$ cat config.mk
export PLATFORM = sky130hd
export DESIGN_NAME = hitmem_slot_arbiter
export DESIGN_NICKNAME = d
export VERILOG_FILES = /design/src/rtl/hitmem_slot_arbiter_pkg.sv /design/src/rtl/hitmem_slot_arbiter_rr_pick.sv /design/src/rtl/hitmem_slot_arbiter.sv
export SDC_FILE = /design/constraint.sdc
export NUM_CORES = 1
export LEC_CHECK = 0
export CAP_MARGIN = 20
export CORE_ASPECT_RATIO = 0.9
export CORE_UTILIZATION = 48
export CTS_BUF_LIST = sky130_fd_sc_hd__clkbuf_16
export CTS_CLUSTER_DIAMETER = 120
export DETAILED_ROUTE_END_ITERATION = 6
export GPL_TIMING_DRIVEN = 0
export PLACE_DENSITY_LB_ADDON = 0.15
export SLEW_MARGIN = 20
export SYNTH_ARGS = -nofsm -noshare
export SYNTH_HDL_FRONTEND = slang
export SYNTH_SLANG_ARGS = --single-unit
$ cat constraint.sdc
create_clock -name clock -period 2.66 [get_ports clock]
set_input_delay 0.399 -clock clock [delete_from_list [all_inputs] [get_ports clock]]
set_output_delay 0.399 -clock clock [all_outputs]
set_load 0.05 [all_outputs]
$ cat src/rtl/hitmem_slot_arbiter_pkg.sv
// Shared types and constants for the hit-memory slot arbiter: FSM encoding and default geometry.
package hitmem_pkg;

  localparam int unsigned NREQ_DEF  = 4;
  localparam int unsigned NSLOT_DEF = 32;
  localparam int unsigned AW_DEF    = $clog2(NSLOT_DEF);
  localparam int unsigned SW_DEF    = $clog2(NREQ_DEF);

  typedef enum logic [1:0] {
    ST_FILL  = 2'd0,
    ST_DRAIN = 2'd1,
    ST_CLEAR = 2'd2
  } state_e;

endpackage

$ cat src/rtl/hitmem_slot_arbiter_rr_pick.sv
// Combinational round-robin picker: first asserted request at or after rr_ptr_i, cyclic.
module hitmem_rr_pick #(
  parameter int unsigned NREQ = 4,
  parameter int unsigned SW   = 2
) (
  input  logic [NREQ-1:0] req_i,
  input  logic [SW-1:0]   rr_ptr_i,
  output logic [NREQ-1:0] gnt_o,
  output logic [SW-1:0]   win_o,
  output logic            any_o
);

  logic [SW-1:0] idx;
  logic          found;

  always_comb begin
    gnt_o = '0;
    win_o = '0;
    found = 1'b0;
    idx   = '0;
    for (int unsigned i = 0; i < NREQ; i++) begin
      idx = SW'((32'(rr_ptr_i) + i) % NREQ);
      if (!found && req_i[idx]) begin
        found = 1'b1;
        win_o = idx;
      end
    end
    if (found) gnt_o[win_o] = 1'b1;
    any_o = found;
  end

endmodule

$ cat src/rtl/hitmem_slot_arbiter.sv
// Hit-memory slot arbiter: round-robin hit writes (FILL), address readout (DRAIN), pool recycle (CLEAR).
// Optional dropped-hit statistics port enabled by HITMEM_ARB_STATS_EN.
module hitmem_slot_arbiter
  import hitmem_pkg::*;
#(
  parameter int unsigned NREQ  = NREQ_DEF,
  parameter int unsigned NSLOT = NSLOT_DEF,
  localparam int unsigned AW   = $clog2(NSLOT),
  localparam int unsigned SW   = $clog2(NREQ)
) (
  input  logic            clock,
  input  logic            reset,
  input  logic [NREQ-1:0] req_i,
  output logic [NREQ-1:0] gnt_o,
  output logic            wr_en_o,
  output logic [AW-1:0]   wr_addr_o,
  output logic [SW-1:0]   wr_src_o,
  input  logic            ev_end_i,
  output logic            rd_valid_o,
  input  logic            rd_ready_i,
  output logic [AW-1:0]   rd_addr_o,
  output logic            rd_last_o,
  output logic [AW:0]     count_o,
  output logic            full_o,
  output logic            overflow_o,
  output logic            busy_o
`ifdef HITMEM_ARB_STATS_EN
  ,
  output logic [15:0]     drop_cnt_o
`endif
);

  state_e          state_q;
  logic [SW-1:0]   rr_ptr_q, rr_ptr_d;
  logic [AW:0]     count_q, count_d;
  logic [AW-1:0]   rd_addr_q;
  logic            ovf_q, busy_q;

  logic            in_fill, in_drain, full_c;
  logic [NREQ-1:0] req_fill, pick_gnt;
  logic [SW-1:0]   pick_win;
  logic            pick_any, hit_drop;
  logic            rd_valid_c, rd_last_c, rd_fire;

  assign in_fill  = (state_q == ST_FILL);
  assign in_drain = (state_q == ST_DRAIN);
  assign full_c   = (count_q == (AW+1)'(NSLOT));

  // Requests only compete while the pool is accepting hits.
  assign req_fill = in_fill ? req_i : '0;

  hitmem_rr_pick #(
    .NREQ (NREQ),
    .SW   (SW)
  ) u_pick (
    .req_i    (req_fill),
    .rr_ptr_i (rr_ptr_q),
    .gnt_o    (pick_gnt),
    .win_o    (pick_win),
    .any_o    (pick_any)
  );

  assign hit_drop = pick_any & full_c;
  assign rr_ptr_d = (pick_win == SW'(NREQ - 1)) ? '0 : pick_win + SW'(1);
  assign count_d  = (pick_any && !full_c) ? count_q + (AW+1)'(1) : count_q;

  assign rd_valid_c = in_drain && (count_q != '0);
  assign rd_last_c  = rd_valid_c && (rd_addr_q == AW'(count_q - (AW+1)'(1)));
  assign rd_fire    = rd_valid_c & rd_ready_i;

  assign gnt_o      = pick_gnt;
  assign wr_en_o    = pick_any & ~full_c;
  assign wr_addr_o  = count_q[AW-1:0];
  assign wr_src_o   = pick_win;
  assign rd_valid_o = rd_valid_c;
  assign rd_addr_o  = rd_addr_q;
  assign rd_last_o  = rd_last_c;
  assign count_o    = count_q;
  assign full_o     = full_c;
  assign overflow_o = ovf_q;
  assign busy_o     = busy_q;

  // Event sequencer, slot counter and readout address generator.
  always_ff @(posedge clock) begin
    if (reset) begin
      state_q   <= ST_FILL;
      rr_ptr_q  <= '0;
      count_q   <= '0;
      rd_addr_q <= '0;
      ovf_q     <= 1'b0;
      busy_q    <= 1'b0;
    end else begin
      case (state_q)
        ST_FILL: begin
          if (pick_any) rr_ptr_q <= rr_ptr_d;
          count_q <= count_d;
          if (hit_drop) ovf_q <= 1'b1;
          if (ev_end_i) begin
            state_q   <= ST_DRAIN;
            busy_q    <= 1'b1;
            rd_addr_q <= '0;
          end
        end
        ST_DRAIN: begin
          if (count_q == '0) begin
            state_q <= ST_CLEAR;
          end else if (rd_fire) begin
            if (rd_last_c) begin
              state_q   <= ST_CLEAR;
              rd_addr_q <= '0;
            end else begin
              rd_addr_q <= rd_addr_q + AW'(1);
            end
          end
        end
        ST_CLEAR: begin
          count_q <= '0;
          ovf_q   <= 1'b0;
          state_q <= ST_FILL;
          busy_q  <= 1'b0;
        end
        default: begin
          state_q   <= ST_FILL;
          busy_q    <= 1'b0;
          rd_addr_q <= '0;
        end
      endcase
    end
  end

`ifdef HITMEM_ARB_STATS_EN
  logic [15:0] drop_cnt_q;

  // Saturating count of discarded hits; survives event boundaries.
  always_ff @(posedge clock) begin
    if (reset) begin
      drop_cnt_q <= '0;
    end else if (in_fill && hit_drop && (drop_cnt_q != 16'hFFFF)) begin
      drop_cnt_q <= drop_cnt_q + 16'd1;
    end
  end

  assign drop_cnt_o = drop_cnt_q;
`endif

endmodule

Yosys cells after proc, flatten, opt, wreduce, memory -nomap -nowiden:

Cells that the tools add are included.

* flip-flop bits (word level): 17
* latch bits: 0
* bits in writable memories: 0
* ROM bits: 0
* input port bits: 8
* output and inout port bits: 28
* word-level logic and storage cells: 95
* memories kept: 0

* add/sub/neg operators: 7
* multiply operators: 0
* div/mod/pow operators: 0
* magnitude comparators: 6
* equality and inequality tests: 12
* shift operators: 0
* muxes and demuxes: 37
* bitwise operators: 6
* reduce and logical (&&, ||, !) cells: 21

Operator list (number)
* $mux 5: 4
* $mux 2: 9
* $lt 2x3->1 const B: 5
* $pmux 5 s3: 1
* $pmux 6 s2: 1
* $mux 1: 11
* $bmux 1 s2: 4
* $mux 4: 2
* $reduce_and 2->1: 4
* $logic_and 1x1->1: 7
* $add 6x1->6 const B: 1
* $eq 6x6->1 const B: 1
* $logic_not 6->1: 1
* $mux 6: 1
* $ne 2x1->1 const B: 3
* $reduce_bool 6->1: 1
* $add 5x1->5 const B: 1
* $eq 5x5->1: 1
* $sub 5x1->5 const B: 1
* $add 2x1->2 const B: 2
* $add 2x2->2 const B: 2
* $eq 2x2->1 const B: 2
* $logic_not 1->1: 4
* $ne 2x2->1 const B: 2
* 13 further kinds: 18

Longest topological paths before layout:

Gate-level depths: netlist of the first run.

* depth in word-level cells: 19
* depth in mapped cells: 9
* mapped depth without buffers: 8

Modules after synthesis:

From an unflattened synthesis of the first run, not the netlist that was laid out.

* cells, all modules: 160
* area, all modules: 1273.7 um2

By module, submodules not included
* hitmem_slot_arbiter: instances 1, cells each 128, area each 1091.0 um2, seq. area each 340.3 um2
* hitmem_rr_pick: instances 1, cells each 32, area each 182.7 um2, seq. area each 0.0 um2

Least setup slack after synthesis of the first run:

Ideal clock, no wire load.

* kind: register to output
* start point: register state_q[1]
* end point: output port gnt_o[2]
* arrival time: 2.842 ns
* required time: 2.261 ns
* setup slack: -0.581 ns
* stages on the path, launching flop included: 8
* buffers on the path: 0
* path through: dfxtp_1 -> nor2_1 -> and3_1 -> o21ai_0 -> a21oi_1 -> nor3_1 -> ha_1 -> and2_1

* word-level cells in the longest chain between the ends: 19
* elaborated cells between the ends (all ways): 30
* those cells by class: 2 x order compare; 20 x mux; 8 x reduce/logical

RTL lines
* from (decl): line hitmem_slot_arbiter.sv:33 `state_e state_q;`
* from (signal assigned): line hitmem_slot_arbiter.sv:86 `state_q <= ST_FILL;`
* from (signal assigned): line hitmem_slot_arbiter.sv:99 `state_q <= ST_DRAIN;`
* from (signal assigned): line hitmem_slot_arbiter.sv:106 `state_q <= ST_CLEAR;`
* $logic_not 2->1 (*): line hitmem_slot_arbiter.sv:45 `assign in_fill = (state_q == ST_FILL);`
* $mux 4 (*): line hitmem_slot_arbiter.sv:50 `assign req_fill = in_fill ? req_i : '0;`
* $bmux 1 s2: line hitmem_slot_arbiter_rr_pick.sv:23 `if (!found && req_i[idx]) begin`
* $mux 1 (implied by the code): line hitmem_slot_arbiter_rr_pick.sv:23
* $mux 1: line hitmem_slot_arbiter_rr_pick.sv:23
* $logic_not 1->1: line hitmem_slot_arbiter_rr_pick.sv:23
* $logic_and 1x1->1: line hitmem_slot_arbiter_rr_pick.sv:23
* $mux 1: line hitmem_slot_arbiter_rr_pick.sv:23
* [4 not listed]
* $logic_and 1x1->1: line hitmem_slot_arbiter_rr_pick.sv:23
* $mux 2 (*): line hitmem_slot_arbiter_rr_pick.sv:23
* via wr_src_o[1]: line hitmem_slot_arbiter.sv:17 `output logic [SW-1:0] wr_src_o,`
* $lt 2x3->1 (implied by the code) / $ge 2x1->1 (equally long branches): line hitmem_slot_arbiter_rr_pick.sv:28 `if (found) gnt_o[win_o] = 1'b1;`
* $logic_and 1x1->1 (implied by the code): line hitmem_slot_arbiter_rr_pick.sv:28
* $mux 1 (implied by the code): line hitmem_slot_arbiter_rr_pick.sv:28
* $demux 1 s2 (*)
* $mux 4 (*): line hitmem_slot_arbiter_rr_pick.sv:28
* to (decl): line hitmem_slot_arbiter.sv:14 `output logic [NREQ-1:0] gnt_o,`

Mark *: on every way through the listed nets, which the timed path passes. The rest lies on a longest branch. The select of a mux whose other input is x is not followed.

Final worst setup path of the first run:

* start point: register state_q[1]
* end point: output port gnt_o[1]

* word-level cells in the longest chain between the ends: 19
* elaborated cells between the ends (all ways): 30
* those cells by class: 2 x order compare; 20 x mux; 8 x reduce/logical

RTL lines (line)
* $logic_not 2->1 (*): hitmem_slot_arbiter.sv:45
* $mux 4 (*): hitmem_slot_arbiter.sv:50
* $bmux 1 s2: hitmem_slot_arbiter_rr_pick.sv:23
* $mux 1 (implied by the code): hitmem_slot_arbiter_rr_pick.sv:23
* $mux 1: hitmem_slot_arbiter_rr_pick.sv:23
* $logic_not 1->1: hitmem_slot_arbiter_rr_pick.sv:23
* $logic_and 1x1->1: hitmem_slot_arbiter_rr_pick.sv:23
* $mux 1: hitmem_slot_arbiter_rr_pick.sv:23
* [3 not listed]
* $logic_not 1->1: hitmem_slot_arbiter_rr_pick.sv:23
* $logic_and 1x1->1: hitmem_slot_arbiter_rr_pick.sv:23
* $mux 2: hitmem_slot_arbiter_rr_pick.sv:23
* $lt 2x3->1 (implied by the code) / $ge 2x1->1 (equally long branches): hitmem_slot_arbiter_rr_pick.sv:28
* $logic_and 1x1->1 (implied by the code): hitmem_slot_arbiter_rr_pick.sv:28
* $mux 1 (implied by the code): hitmem_slot_arbiter_rr_pick.sv:28
* $demux 1 s2
* $mux 4 (*): hitmem_slot_arbiter_rr_pick.sv:28

Every way passes the cells marked *; elsewhere a longest branch is shown, timed or not. The select of a mux whose other input is x is not followed.

==> impl_metrics.ini, run 1 <==
[outcome]
status = complete, but fails checks
violations = DRC

[yosys]
synth_common_cells = 17 x dfxtp_1, 15 x nor2_1, 11 x nand2_1, 9 x a21oi_1, 8 x inv_1
synth_cell_type_count = 46
synthCells = 155
synth-seq-area-share = 0.262
synth_top_area_frac = 0.262
synth_ff_type = dfxtp_1
syn_area_per_cell_um2 = 8.39
syn_area_mm2 = 0.00130
synthArstFlopShare = 0
ys_ff_latch = 17
yosysWarningCount = 0
synthTopCellsByArea = dfxtp_1 26%, ha_1 6.7%, mux2i_1 4.6%
synth_top_cell_by_area = dfxtp_1
synth_edf_count = 0
synth_most_common_cell = dfxtp_1
synth_fp_nets = 170

[place]
hpwl_um = 2350
place_congestion = 0.799
pre_cts_ws_ns = -0.905
dpl-instance-area_mm2 = 0.00171
io_buffers = 35
dp.cells = 218

[global_routing]
grt_pass1_wl_um = 5200
antenna_found_initial = 0
grt_max_degree = 11
overflow = 0
grt_pass1_vias = 1121
track_usage = 0.231

[sta]
slew-limit-headroom = 0.662
fin_worst_skew_ns = 0.00215
fin_crit_ns = 2.60
setup_viol = 0
whs_ns = 0.488
min_period_over_period = 0.978
finalSetupTns_ns = 0
hold_viol_final = 0
max_freq_mhz = 384
maxSlewViolCount = 0
setup_ws_ns = 0.0577
tightest_slew_ns = 0.505

[clock_tree]
htree_num_levels = 1
ctsHoldBuffers = 0
cts.sinks = 17
clock_path_buffers = 2
cts_tree = yes
clkTransAtPathRegs_ns = 0.05
root_buffer = clkbuf_16
clock_latency_ns = 0.25
numCtsBuffers = 3

[routing]
drt_iter0_markers = 35
drt_wl_total_um = 3340
vias = 1278
post_drt_wl_per_cell_um = 14.7
first_pass_iters = 6
vias_per_cell = 5.63
drc_errors = 6
ant_nets = 0

[power]
p_leak_nw = 0.779
ir_drop_uv = 538
p_per_area_mw_per_mm2 = 795
power_mw = 1.48

[floorplan]
die_h_um = 51.4
num_rows = 17
start_util = 0.518
die-area_mm2 = 0.00292
boundaryPins = 36
core_mm2 = 0.00251
die_w_um = 56.9

[finish]
fin_nets = 215
drive_above_1_share = 0.231
antenna_cells = 0
fin_cells = 227
stdcell_area_mm2 = 0.00187
area_growth_pct = 43.5
postLayoutCoreUtil = 0.743

[critical_path]
crit_path_max_fanout = 6
endpoint_kind = primary output
path_buf_inv = 1
crit_path_cell_trace = nor2_1 -> and3_1 -> o21ai_0 -> a21oi_1 -> or3_1 -> ha_1 -> and2_1 -> buf_2
worst_path_max_delay_cell = or3_1
setup.worst_path.start_class = register
max_stage_delay_ns = 0.41
cp.required_ns = 2.26
crit_type = reg -> out
cp.arrival_ns = 2.20
crit_family = simple AND/OR/NAND/NOR gates

[hold_path]
worstHoldPathType = reg -> reg

[flow_run]
drv_cap = 0
==> where the power goes <==
part           internal, mW  total, mW  switching (mW)
Combinational         0.342      0.863           0.522
Clock                 0.200      0.298          0.0986
Sequential            0.283      0.321          0.0380
==> sequential cells by signal, summed over array words and instances, names as in the netlist <==
signal / flops
busy_o: 1
count_o: 6
overflow_o: 1
rd_addr_o: 5
rr_ptr_q: 2
state_q: 2
==> path summary, 6_finish.rpt <==
path         startpoint            to  slack (ns)  cells after the start
min          state_q[1]        busy_o        0.49                      1
max reg2reg  count_o[0]  rd_addr_o[4]        0.53                      8
max          state_q[1]      gnt_o[1]        0.06                      8
min reg2reg  state_q[1]        busy_o        0.49                      1
==> kinds of logic (layout without fill, tap and decap cells) <==
family / after synthesis / after routing / synth area share
AO/OA/AOI/OAI: 30 / 30 / 0.167
XOR/XNOR: 10 / 10 / 0.0674
adder cells (fa/ha/maj): 7 / 7 / 0.0674
buffers and inverters: 18 / 62 / 0.0751
flip-flops: 17 / 17 / 0.262
multiplexers: 8 / 8 / 0.0635
AND/OR/NAND/NOR: 65 / 65 / 0.298
==> routing by layer <==
layer  up-vias  global-route usage  routed length [um]  share of wire
met5         -                   0                   0              0
met4         0              0.0285                  34          0.010
met3         4              0.0532                 198          0.059
met2        43               0.387                1600           0.48
met1       601               0.311                1500           0.45
li1        630                   -                   -              -
==> cell type report <==
type	count	area [um^2]
plain buffers	10	80.1
clock buffers	3	75.1
clock inverters	1	3.75
fillers	198	644
inverters	8	30.0
multi-input cells	120	935
flip-flops and latches	17	347
well taps	28	35.0
repair buffers	40	360
==> cells in the final DEF, fill, tap and decap left out, types with 5 or more instances in the layout <==
master and instances:
nor2_1 13, xnor2_1 6, dlygate4sd2_1 8, ha_1 7
a21oi_1 9, buf_6 5, mux2i_1 5, inv_1 9
nand2_1 10, and2_1 5, buf_4 10, dfxtp_1 14
o21ai_0 5, clkdlybuf4s50_1 21
==> timing repair <==
action                                  CTS  global route
pin swaps                                 1             1
endpoints found under the setup margin   10             8
gates resized for setup                  44            15
setup buffers                             2             3
Note: power is estimated with default switching activity, not from simulation.
==> run 2, diff against run 1 <==
--- a/config.mk
+++ b/config.mk
@@ -6,7 +6,6 @@
 export NUM_CORES = 1
 export LEC_CHECK = 0
 export CAP_MARGIN = 20
-export CORE_ASPECT_RATIO = 0.9
 export CORE_UTILIZATION = 48
 export CTS_BUF_LIST = sky130_fd_sc_hd__clkbuf_16
 export CTS_CLUSTER_DIAMETER = 120
==> impl_metrics.ini, run 2 (synthesis gave the netlist of run 1 again) <==
[outcome]
status = finished, final reports clean

[clock_tree]
cts_tree = yes
clkTransAtPathRegs_ns = 0.05
clock_latency_ns = 0.25
cts.sinks = 17
root_buffer = clkbuf_16
htree_num_levels = 1
ctsHoldBuffers = 0
numCtsBuffers = 3
clock_path_buffers = 2

[global_routing]
overflow = 0
grt_pass1_vias = 1197
antenna_found_initial = 0
track_usage = 0.257
grt_pass1_wl_um = 5430
grt_max_degree = 11

[finish]
antenna_cells = 0
final_common_cell = clkdlybuf4s50_1
postLayoutCoreUtil = 0.735
stdcell_area_mm2 = 0.00185
drive_above_1_share = 0.228
largest_reg_flops = 6
fillCellCount = 196
final_cell_mix = 21 x clkdlybuf4s50_1, 16 x dfxtp_1, 13 x nor2_1, 10 x nand2_1
fin_cells = 227
area_growth_pct = 42.5
fin_nets = 213

[routing]
first_pass_iters = 4
drc_errors = 0
vias = 1302
post_drt_wl_per_cell_um = 15.5
vias_per_cell = 5.74
drt_iter0_markers = 26
ant_nets = 0
drt_wl_total_um = 3510

[sta]
fin_crit_ns = 2.61
max_freq_mhz = 383
min_period_over_period = 0.981
finalSetupTns_ns = 0
fin_worst_skew_ns = 0.00231
hold_viol_final = 0
tightest_slew_ns = 0.507
setup_viol = 0
slew-limit-headroom = 0.660
maxSlewViolCount = 0

[place]
dpl-instance-area_mm2 = 0.00172
dp.cells = 220
place_congestion = 0.768
hpwl_um = 2400
io_buffers = 35

[floorplan]
start_util = 0.515
die_h_um = 54.0
die-area_mm2 = 0.00292
boundaryPins = 36
num_rows = 18
die_w_um = 54.0
core_mm2 = 0.00252

[critical_path]
crit_cells = 9
r2r_start = count_o[0]
crit_family = multiplexers
path_buf_inv = 2
cp.required_ns = 2.26
worst_path_max_delay_cell = dfxtp_1
setup.worst_path.start_class = register
crit_type = reg -> out
crit_path_max_fanout = 7
max_stage_delay_ns = 0.34
r2r_end = rd_addr_o[4]
crit_path_cell_trace = buf_6 -> mux2_4 -> o211ai_1 -> a211o_1 -> nand2_2 -> mux2_4 -> ha_1 -> and2_1 -> buf_6
reg2regPathDepth = 8
endpoint_kind = primary output
cp.arrival_ns = 2.21
rrSetupSlack_ns = 0.47

[flow_run]
drv_cap = 0

[hold_path]
whs_path_depth = 2
worstHoldPathType = reg -> reg
hp-start = overflow_o
min_to = overflow_o

[power]
power_mw = 1.49
ir_drop_uv = 727
p_leak_nw = 0.760
p_per_area_mw_per_mm2 = 807
-- run 2: per-stage QoR --
stage	hold slack, ns	worst slack, ns
finish	0.505	0.0496
global route	0.545	-0.0287
floorplan	0.509	-0.0687
CTS	0.508	0.000695
detailed placement	0.490	-0.981
global placement	0.492	-0.907
-- run 2: worst max-delay path by stage --
stage	slack, ns	to	startpoint
6_report	0.05	gnt_o[0]	rr_ptr_q[0]
5_1_grt	-0.03	gnt_o[0]	rr_ptr_q[0]
4_1_cts	0.0007	gnt_o[0]	state_q[0]
3_5_place_dp	-0.98	gnt_o[0]	req_i[2]
3_3_place_gp	-0.91	gnt_o[2]	req_i[2]
2_1_floorplan	-0.07	gnt_o[2]	state_q[1]
-- run 2: final cells by class --
class | instances | area [um^2] | area share
buffer | 10 | 76.3 | 0.0412
clock buffer | 3 | 75.1 | 0.0405
clock inverter | 1 | 5.00 | 0.00270
inverter | 8 | 30.0 | 0.0162
multi-input combinational | 120 | 937 | 0.506
sequential | 17 | 342 | 0.184
tap | 30 | 37.5 | 0.0203
timing repair buffer | 38 | 350 | 0.189
-- run 2: repair_timing --
| action | in CTS | in global routing |
|---|---|---|
| pin swaps | 1 | 1 |
| gates cloned | 0 | 0 |
| buffers inserted | 3 | 0 |
| endpoints found under the setup margin | 10 | 7 |
| resized for setup | 48 | 13 |
-- run 2: routing by layer --
metal,share of wire,GRT usage,vias to the layer above
met4,0.0077,0.0726,0
met5,0,0,-
met1,0.45,0.333,634
met3,0.041,0.0508,4
li1,-,-,625
met2,0.50,0.428,39
-- run 2: where the power goes --
part           internal, mW  leakage, nW  switching (mW)
logic                 0.339        0.581           0.529
clock network         0.201       0.0409           0.105
registers             0.283        0.139          0.0376
-- run 2: worst reg2reg max path: cells and delay by family (launching register included) --
kind            cells  cell delay, ns
flops               1            0.49
simple gates        3            0.53
fa+ha+maj           1            0.25
compound gates      2            0.49
buf+inv             2            0.30
==> run 3, diff against run 2 <==
--- a/config.mk
+++ b/config.mk
@@ -6,8 +6,8 @@
 export NUM_CORES = 1
 export LEC_CHECK = 0
 export CAP_MARGIN = 20
+export CORE_MARGIN = 4
 export CORE_UTILIZATION = 48
-export CTS_BUF_LIST = sky130_fd_sc_hd__clkbuf_16
 export CTS_CLUSTER_DIAMETER = 120
 export DETAILED_ROUTE_END_ITERATION = 6
 export GPL_TIMING_DRIVEN = 0
==> impl_metrics.ini, run 3 (synthesis gave the netlist of run 1 again) <==
[clock_tree]
clkTransAtPathRegs_ns = 0.10
clock_path_buffers = 2
numCtsBuffers = 3
cts_tree = yes
clock_latency_ns = 0.29
cts.sinks = 17
root_buffer = clkbuf_4
htree_num_levels = 1

[flow_run]
drv_cap = 0

[place]
place_congestion = 0.808
hpwl_um = 2390
dpl-instance-area_mm2 = 0.00172
io_buffers = 35
pre_cts_ws_ns = -0.965

[floorplan]
boundaryPins = 36
core_mm2 = 0.00252
die_w_um = 60.0
die_h_um = 60.0
start_util = 0.515
num_rows = 18
die-area_mm2 = 0.00360

[routing]
drt_iter0_markers = 42
post_drt_wl_per_cell_um = 14.3
drc_errors = 0
vias_per_cell = 5.50
ant_nets = 0
drt_wl_total_um = 3270
vias = 1260
first_pass_iters = 4

[global_routing]
grt_max_degree = 11
track_usage = 0.189
overflow = 0
antenna_found_initial = 0
grt_pass1_wl_um = 5250
grt_pass1_vias = 1169

[finish]
drive_above_1_share = 0.281
antenna_cells = 0
final_cell_mix = 21 x clkdlybuf4s50_1, 13 x nor2_1, 13 x dfxtp_1, 10 x nand2_1, 10 x buf_4
final_common_cell = clkdlybuf4s50_1
postLayoutCoreUtil = 0.730
fin_nets = 215
largest_reg_flops = 6
stdcell_area_mm2 = 0.00184
area_growth_pct = 41.6

[sta]
fin_crit_ns = 2.62
slew-limit-headroom = 0.657
fin_worst_skew_ns = 0.00125
rsz0062_at_grt = yes
setup_ws_ns = 0.0366
tightest_slew_ns = 0.517
setup_viol = 0
min_period_over_period = 0.986
hold_viol_final = 0
max_freq_mhz = 381
maxSlewViolCount = 0
finalSetupTns_ns = 0

[critical_path]
crit_type = reg -> out
setup.worst_path.start_class = register
startpoint = rr_ptr_q[0]
cp.arrival_ns = 2.22
crit_path_max_fanout = 7
cp.required_ns = 2.26
endpoint_kind = primary output
rrSetupSlack_ns = 0.69
r2r_start = count_o[0]

[power]
power_mw = 1.38
p_leak_nw = 0.752
p_per_area_mw_per_mm2 = 747
ir_drop_uv = 660

[hold_path]
hp-start = state_q[1]
worstHoldPathType = reg -> reg

[outcome]
status = finished, final reports clean
-- run 3: worst paths after layout --
path | end | cells past startpoint
worst max register to register | rd_addr_o[4] | 7
worst min register to register | busy_o | 1
worst max-delay path | gnt_o[3] | 9
worst min-delay path | busy_o | 1
-- run 3: cell type report --
type                            instances  area, um^2
Inverter                                8        30.0
Tap cell                               30        37.5
Fill cell                             201         682
Clock buffer                            4        26.3
Sequential cell                        17         348
Timing Repair Buffer                   40         362
Buffer                                 10        80.1
Multi-Input combinational cell        120         957
-- run 3: power breakdown --
group	internal (mW)	leakage (nW)	switching, mW
combinational	0.379	0.597	0.532
clock	0.0584	0.0150	0.0863
sequential	0.284	0.140	0.0359
-- run 3: worst max-delay path, cell delays in order, from the launching register on --
cell and delay, ns:
dfxtp_2 0.34, buf_6 0.13, mux2i_2 0.27, o211ai_1 0.12, a211o_1 0.35, nand2_2 0.10, mux2i_4 0.08, ha_1 0.20
and2_1 0.14, buf_2 0.21
-- run 3: routing by layer --
| metal | global-route usage | vias to the layer above | part of all wire |
|---|---|---|---|
| met5 | 0 | - | 0 |
| met4 | 0.0411 | 0 | 0.0073 |
| met3 | 0.0497 | 4 | 0.060 |
| met2 | 0.306 | 38 | 0.48 |
| met1 | 0.251 | 587 | 0.46 |
| li1 | - | 631 | - |
-- run 3: timing repair --
action | CTS | global route
setup endpoints to repair | 10 | 9
resized for setup | 53 | 19
pin swaps | 1 | 1
hold endpoints to repair | 0 | 0
hold buffers | 0 | 0
buffers inserted | 3 | 2
-- run 3: through the flow --
step,hold slack (ns),instances
finish,0.485,229
global placement,0.492,220
CTS,0.510,227
detailed placement,0.491,220
floorplan,0.509,155
global route,0.514,229
